`src/rtl/dmem_port_arbiter.sv`:
```
// Two-port valid/ready arbiter and sequencer for the single-port data memory.
// Define DMEM_ARB_FIXED_PRIO_EN for fixed priority (port 0 wins ties); default build is round-robin.
module dmem_port_arbiter #(
  parameter int ADDR_W    = 7,
  parameter int DATA_W    = 72,
  parameter int MEM_DEPTH = 128
) (
  input  logic              clk,
  input  logic              reset,
  input  logic              p0_valid,
  output logic              p0_ready,
  input  logic              p0_we,
  input  logic [ADDR_W-1:0] p0_addr,
  input  logic [DATA_W-1:0] p0_wdata,
  output logic              p0_rvalid,
  output logic [DATA_W-1:0] p0_rdata,
  output logic              p0_err,
  input  logic              p1_valid,
  output logic              p1_ready,
  input  logic              p1_we,
  input  logic [ADDR_W-1:0] p1_addr,
  input  logic [DATA_W-1:0] p1_wdata,
  output logic              p1_rvalid,
  output logic [DATA_W-1:0] p1_rdata,
  output logic              p1_err,
  output logic              mem_we,
  output logic              mem_re,
  output logic [ADDR_W-1:0] mem_addr,
  output logic [DATA_W-1:0] mem_wdata,
  input  logic [DATA_W-1:0] mem_rdata
);

  typedef enum logic [1:0] {
    IDLE    = 2'd0,
    ISSUE   = 2'd1,
    RD_WAIT = 2'd2
  } state_e;

  localparam logic [ADDR_W:0] DEPTH_L = (ADDR_W + 1)'(MEM_DEPTH);

  state_e              state_q, state_d;
  logic                req_port_q, req_port_d;
  logic                mem_we_q, mem_we_d;
  logic                mem_re_q, mem_re_d;
  logic [ADDR_W-1:0]   mem_addr_q, mem_addr_d;
  logic [DATA_W-1:0]   mem_wdata_q, mem_wdata_d;
  logic                p0_rvalid_q, p0_rvalid_d;
  logic                p1_rvalid_q, p1_rvalid_d;
  logic [DATA_W-1:0]   p0_rdata_q, p0_rdata_d;
  logic [DATA_W-1:0]   p1_rdata_q, p1_rdata_d;
  logic                p0_err_q, p0_err_d;
  logic                p1_err_q, p1_err_d;

  logic                gnt0_s, gnt1_s, accept_s;
  logic                sel_we_s, sel_in_range_s;
  logic [ADDR_W-1:0]   sel_addr_s;
  logic [DATA_W-1:0]   sel_wdata_s;

`ifdef DMEM_ARB_FIXED_PRIO_EN
  // Grant: port 0 always wins a tie, so port 1 can starve.
  always_comb begin
    gnt0_s = 1'b0;
    gnt1_s = 1'b0;
    if (state_q == IDLE) begin
      gnt0_s = p0_valid;
      gnt1_s = p1_valid & ~p0_valid;
    end else begin
      gnt0_s = 1'b0;
      gnt1_s = 1'b0;
    end
  end
`else
  logic last_grant_q, last_grant_d;

  // Grant: on a tie the port that did not win last time is served.
  always_comb begin
    gnt0_s = 1'b0;
    gnt1_s = 1'b0;
    if (state_q == IDLE) begin
      gnt0_s = p0_valid & (~p1_valid | last_grant_q);
      gnt1_s = p1_valid & (~p0_valid | ~last_grant_q);
    end else begin
      gnt0_s = 1'b0;
      gnt1_s = 1'b0;
    end
  end

  // Round-robin pointer follows every accept.
  always_comb begin
    last_grant_d = last_grant_q;
    if (accept_s) begin
      last_grant_d = gnt1_s;
    end else begin
      last_grant_d = last_grant_q;
    end
  end

  // Round-robin pointer register; resets to 1 so port 0 wins the first tie.
  always_ff @(posedge clk or negedge reset) begin
    if (!reset) begin
      last_grant_q <= 1'b1;
    end else begin
      last_grant_q <= last_grant_d;
    end
  end
`endif

  assign p0_ready = gnt0_s;
  assign p1_ready = gnt1_s;
  assign accept_s = gnt0_s | gnt1_s;

  assign sel_we_s       = gnt1_s ? p1_we    : p0_we;
  assign sel_addr_s     = gnt1_s ? p1_addr  : p0_addr;
  assign sel_wdata_s    = gnt1_s ? p1_wdata : p0_wdata;
  assign sel_in_range_s = ({1'b0, sel_addr_s} < DEPTH_L);

  // Next-state and registered-output logic; strobes are decided at accept so they land in ISSUE.
  always_comb begin
    state_d     = state_q;
    req_port_d  = req_port_q;
    mem_we_d    = 1'b0;
    mem_re_d    = 1'b0;
    mem_addr_d  = mem_addr_q;
    mem_wdata_d = mem_wdata_q;
    p0_rvalid_d = 1'b0;
    p1_rvalid_d = 1'b0;
    p0_rdata_d  = p0_rdata_q;
    p1_rdata_d  = p1_rdata_q;
    p0_err_d    = 1'b0;
    p1_err_d    = 1'b0;
    case (state_q)
      IDLE: begin
        if (accept_s) begin
          state_d     = ISSUE;
          req_port_d  = gnt1_s;
          mem_addr_d  = sel_addr_s;
          mem_wdata_d = sel_wdata_s;
          if (sel_in_range_s) begin
            mem_we_d = sel_we_s;
            mem_re_d = ~sel_we_s;
          end else begin
            p0_err_d = ~gnt1_s;
            p1_err_d = gnt1_s;
          end
        end else begin
          state_d = IDLE;
        end
      end
      ISSUE: begin
        if (mem_re_q) begin
          state_d = RD_WAIT;
        end else begin
          state_d = IDLE;
        end
      end
      RD_WAIT: begin
        state_d = IDLE;
        if (req_port_q) begin
          p1_rvalid_d = 1'b1;
          p1_rdata_d  = mem_rdata;
        end else begin
          p0_rvalid_d = 1'b1;
          p0_rdata_d  = mem_rdata;
        end
      end
      default: begin
        state_d = IDLE;
      end
    endcase
  end

  // State and output registers.
  always_ff @(posedge clk or negedge reset) begin
    if (!reset) begin
      state_q     <= IDLE;
      req_port_q  <= 1'b0;
      mem_we_q    <= 1'b0;
      mem_re_q    <= 1'b0;
      mem_addr_q  <= {ADDR_W{1'b0}};
      mem_wdata_q <= {DATA_W{1'b0}};
      p0_rvalid_q <= 1'b0;
      p1_rvalid_q <= 1'b0;
      p0_rdata_q  <= {DATA_W{1'b0}};
      p1_rdata_q  <= {DATA_W{1'b0}};
      p0_err_q    <= 1'b0;
      p1_err_q    <= 1'b0;
    end else begin
      state_q     <= state_d;
      req_port_q  <= req_port_d;
      mem_we_q    <= mem_we_d;
      mem_re_q    <= mem_re_d;
      mem_addr_q  <= mem_addr_d;
      mem_wdata_q <= mem_wdata_d;
      p0_rvalid_q <= p0_rvalid_d;
      p1_rvalid_q <= p1_rvalid_d;
      p0_rdata_q  <= p0_rdata_d;
      p1_rdata_q  <= p1_rdata_d;
      p0_err_q    <= p0_err_d;
      p1_err_q    <= p1_err_d;
    end
  end

  assign mem_we    = mem_we_q;
  assign mem_re    = mem_re_q;
  assign mem_addr  = mem_addr_q;
  assign mem_wdata = mem_wdata_q;
  assign p0_rvalid = p0_rvalid_q;
  assign p1_rvalid = p1_rvalid_q;
  assign p0_rdata  = p0_rdata_q;
  assign p1_rdata  = p1_rdata_q;
  assign p0_err    = p0_err_q;
  assign p1_err    = p1_err_q;

endmodule

```
`config.mk`:
```
export PLATFORM = sky130hd
export DESIGN_NAME = dmem_port_arbiter
export DESIGN_NICKNAME = d
export VERILOG_FILES = /design/src/rtl/dmem_port_arbiter.sv
export SDC_FILE = /design/constraint.sdc
export NUM_CORES = 1
export LEC_CHECK = 0
export CAP_MARGIN = 20
export CORE_AREA = 2 2 182 184
export DETAILED_ROUTE_END_ITERATION = 16
export DIE_AREA = 0 0 184 186
export DONT_BUFFER_PORTS = 1
export GPL_TIMING_DRIVEN = 0
export SYNTH_ARGS = -nofsm -noshare
export SYNTH_HDL_FRONTEND = slang
export SYNTH_SLANG_ARGS = --single-unit
```
`constraint.sdc`:
```
create_clock -name clk -period 1.79 [get_ports clk]
set_input_delay 0.4475 -clock clk [delete_from_list [all_inputs] [get_ports clk]]
set_output_delay 0.4475 -clock clk [all_outputs]
set_load 0.01 [all_outputs]
```
**Word level (Yosys, flattened, before mapping)**

Cells that the tools add are included.

- Bitwise logic cells: 10
- Mux-type cells: 16
- Reduce and logical (&&, ||, !) cells: 4
- Equal/unequal tests: 2

Operator list:

| kind | count |
|---|---|
| $mux 72 | 1 |
| $mux 1 | 12 |
| $mux 7 | 1 |
| $reduce_and 2->1 | 3 |
| $not 1->1 | 5 |
| $pmux 2 s2 | 1 |
| $or 1x1->1 | 3 |
| $and 1x1->1 | 2 |
| $eq 2x1->1 const B | 1 |
| $eq 2x2->1 const B | 1 |
| $logic_not 2->1 | 1 |
| $mux 2 | 1 |

- Logic and storage cells: 43
- Bits of input ports: 236
- Register bits: 231

**Longest topological paths before layout**

- Depth after elaboration: 8
- Mapped depth: 6

**Least setup slack after synthesis**

OpenSTA, ideal clock, no wires.

- Path type: input to register
- Start point: input port p0_valid
- End point: register mem_wdata_q[40] (netlist: mem_wdata[40])
- Setup slack: 211 ps
- Cell stages on the path: 6
- Arrival time: 1453 ps
- Required time: 1664 ps
- Cells stage by stage: clkbuf_2 nor2_4 buf_4 buf_2 nor3b_1 a221o_1

- Cells in the longest elaborated chain, start to end: 6
- Elaborated cells on any way between the ends: 9

Ends and longest elaborated chain:

| what | RTL line | source |
|---|---|---|
| from (decl) | 10 | `input logic p0_valid,` |
| $not 1->1 | 81 | `gnt1_s = p1_valid & (~p0_valid \| ~last_grant_q);` |
| $or 1x1->1 | 81 |  |
| $and 1x1->1 | 81 |  |
| $mux 1 | 79 | `if (state_q == IDLE) begin` |
| $or 1x1->1 | 110 | `assign accept_s = gnt0_s \| gnt1_s;` |
| $reduce_and 2->1 (no source line) | -- |  |
| to (signal assigned) | 180 | `mem_wdata_q <= {DATA_W{1'b0}};` |
| to (signal assigned) | 193 | `mem_wdata_q <= mem_wdata_d;` |
| to (decl) | 46 | `logic [DATA_W-1:0] mem_wdata_q, mem_wdata_d;` |

Several ways; a longest one is shown, not always the timed one.
A chain may end at the register's enable or synchronous reset.

**Worst setup path in the final report**

- Start point: register state_q[1]
- End point: output port p1_ready

- Cells in the longest elaborated chain, start to end: 2

Ends and longest elaborated chain:

| what | RTL line | source |
|---|---|---|
| from (decl) | 41 | `state_e state_q, state_d;` |
| from (signal assigned) | 188 | `state_q <= state_d;` |
| $logic_not 2->1 | 79 |  |
| $mux 1 | 79 |  |
| to (decl) | 19 | `output logic p1_ready,` |

No other way between the ends.

==> metrics.cfg <==
[logic_synthesis]
synth-seq-cells=231
synth_flop_cell=dfrtp_1
yosysSeqAreaShare_pct=57.7
async_flop_share_pct=100
yosysWarnings=0
avgSynthCellArea_um2=14.2
synth_cell_types=32
synthesis.area_um2=10000
synth_edf_count=0
synth_cells=706

[timing]
final.setup.worst_slack_ns=-0.127
drv_slew=0
setup_viol=2
grt_setup_unrepaired=true
worst_clock_skew_ns=0.00825
fmax_ghz=0.522
tightest_slew_ns=1.08
slew_headroom_pct=27.8
period_share_pct=107
period_needed_ns=1.92
hold_slack_ns=-0.370
hold_viol=230

[floorplan]
fp.dieW_um=184
ios=467
die_height_um=186
coreArea_um2=32200
initial_utilization_pct=31.1
die_area_um2=34200
rows=66

[global_routing]
grt_pass1_vias=6732
globalRoute.totalOverflow=0
grt_max_degree=232
grt_pass1_wl_um=43200
gr-usage-all-layers_pct=16.8
antenna_found_initial=6

[detailed_routing]
vias=6342
wl_per_cell_um=26.4
first_pass_iters=4
drtIter0Drc=192
ant_nets=0
via_per_inst=5.41
wirelength_um=30900
route.detailed.drc=0

[power_and_ir_drop]
ir_drop_uv=693
pwr-share-seq_pct=53.0
sw_frac_of_total_pct=36.1
power_density_nw_per_um2=1840
clkPwrFrac_pct=22.6
intPower_uw=13600
power_switching_uw=7690
finalPower_uw=21300
combPwrFrac_pct=24.4
cellLeakagePower_uw=0.00510

[setup_path]
critPathMaxFanout=2
setup.worst_path.start_class=register
cpLargestDelayFamily=flip-flops
arrival_ns=1.47
end_kind=output pin
ff2ff_setup_slack_ns=0.02
critPathBufInv=2
cp.required_ns=1.34
crit_type=reg2out
slowest_stage=dfrtp_2
slowest_delay_ns=0.42
path_cells=nor3b_2 > buf_6 > nand2_8 > clkinvlp_4

[place]
hpwl_um=22700
gp_congestion=0.794
port_buffers=0

[cts]
cts_tree=built
clock-root-buffer=clkbuf_16
clock_path_buffers=3
cts_sinks=231
cts.reportedPaths.clkPinSlew_ns=0.06
insertion_delay_ns=0.51
cts_buffers=25
h-tree-depth=1

[layout]
final_common_cell=dfrtp_1
final_nets=980
fillers=3142
post-route-util_pct=36.0
synthToLayoutAreaGrowth_pct=15.6
layout_common_cells=228 x dfrtp_1, 145 x mux2_2, 79 x a221o_1
final_layout_size_suffix_gt1_share_pct=46.4

[status]
violations=hold timing, setup timing
status=finished, violations left

[job]
drv_cap=0

[min_path]
min-delay-path-class=in2async

path summary, 6_finish.rpt:
path,startpoint,to,cells after the start
setup reg to reg,state_q[1],mem_wdata[50],7
min in group clk,mem_rdata[70],p1_rdata[70],1
max in group asynchronous,reset,mem_wdata[55],0
setup / recovery,state_q[1],p1_ready,4
hold reg to reg,p0_rdata[40],p0_rdata[40],1
hold / removal,reset,mem_wdata[25],0
area by class of cell:
| cell class | count | area (µm²) | share of cell area (%) |
|---|---|---|---|
| Antenna cell | 5 | 12.5 | 0.108 |
| Buffer | 68 | 527 | 4.55 |
| Clock buffer | 39 | 728 | 6.29 |
| Clock inverter | 4 | 22.5 | 0.194 |
| Inverter | 5 | 22.5 | 0.194 |
| Multi-Input combinational cell | 402 | 3880 | 33.5 |
| Sequential cell | 231 | 5780 | 49.9 |
| Tap cell | 408 | 510 | 4.41 |
| Timing Repair Buffer | 11 | 93.8 | 0.810 |
Yosys cell counts (4+ instances only):
| cell | number | area, µm² |
|---|---|---|
| buf_4 | 10 | 75.1 |
| and3_2 | 72 | 541 |
| dlymetal6s2s_1 | 4 | 50.1 |
| and3_1 | 8 | 50.1 |
| buf_2 | 20 | 100 |
| a221o_1 | 79 | 791 |
| inv_1 | 5 | 18.8 |
| dfrtp_1 | 230 | 5760 |
| nor3b_2 | 5 | 62.6 |
| clkbuf_1 | 22 | 82.6 |
| buf_6 | 11 | 124 |
| nor3b_1 | 76 | 571 |
| mux2_2 | 145 | 1630 |
logic make-up after synthesis:
group / share of synthesized area [%]
other: 0.0374
AO/OA/AOI/OAI: 8.20
flip-flops: 57.7
AND/OR/NAND/NOR: 13.1
buffers and inverters: 4.70
multiplexers: 16.3
stage by stage:
step                      cells  setup slack, ns  cell area (µm²)  setup TNS, ns  hold slack (ns)
final                      1173           -0.127            11600         -0.227           -0.370
after global routing       1173           -0.207            11600          -1.68           -0.400
after CTS                  1167           -0.157            11400         -0.301           -0.396
after detailed placement   1115           -0.328            10500         -11.22            0.157
after global placement     1115           -0.309            10500          -9.03            0.157
after floorplan             707            0.211            10000              0            0.152
flip-flops by register name, summed over array words and instances (netlist names):
register,cells
mem_re,1
p1_rvalid,1
last_grant_q,1
mem_we,1
p0_rdata,72
p1_rdata,72
p0_rvalid,1
state_q,2
req_port_q,1
mem_wdata,72
mem_addr,7
layer usage:
layer	global-route usage (%)	share of wire, %	wire (µm)
met1	17.6	34	10600
met2	30.5	51	15800
met3	6.91	12	3700
met4	5.60	2.6	799
met5	0	0.036	11
power groups by stage:
stage / clock, µW / sequential [µW] / combinational (µW)
floorplan: 0 / 10400 / 4040
global placement: 0 / 11400 / 4810
detailed placement: 0 / 11400 / 4980
CTS: 4950 / 11300 / 5120
global route: 5180 / 11600 / 5670
finish: 4800 / 11300 / 5200
what timing repair did:
item / 4_1_cts / 5_1_grt
resized for setup: 25 / 64
buffers inserted: 10 / 0
pin swaps: 2 / 1
gates cloned: 0 / 1
setup endpoints to repair: 55 / 160
endpoints found under the hold margin: 231 / 231
(Power assumes the default switching activity.)
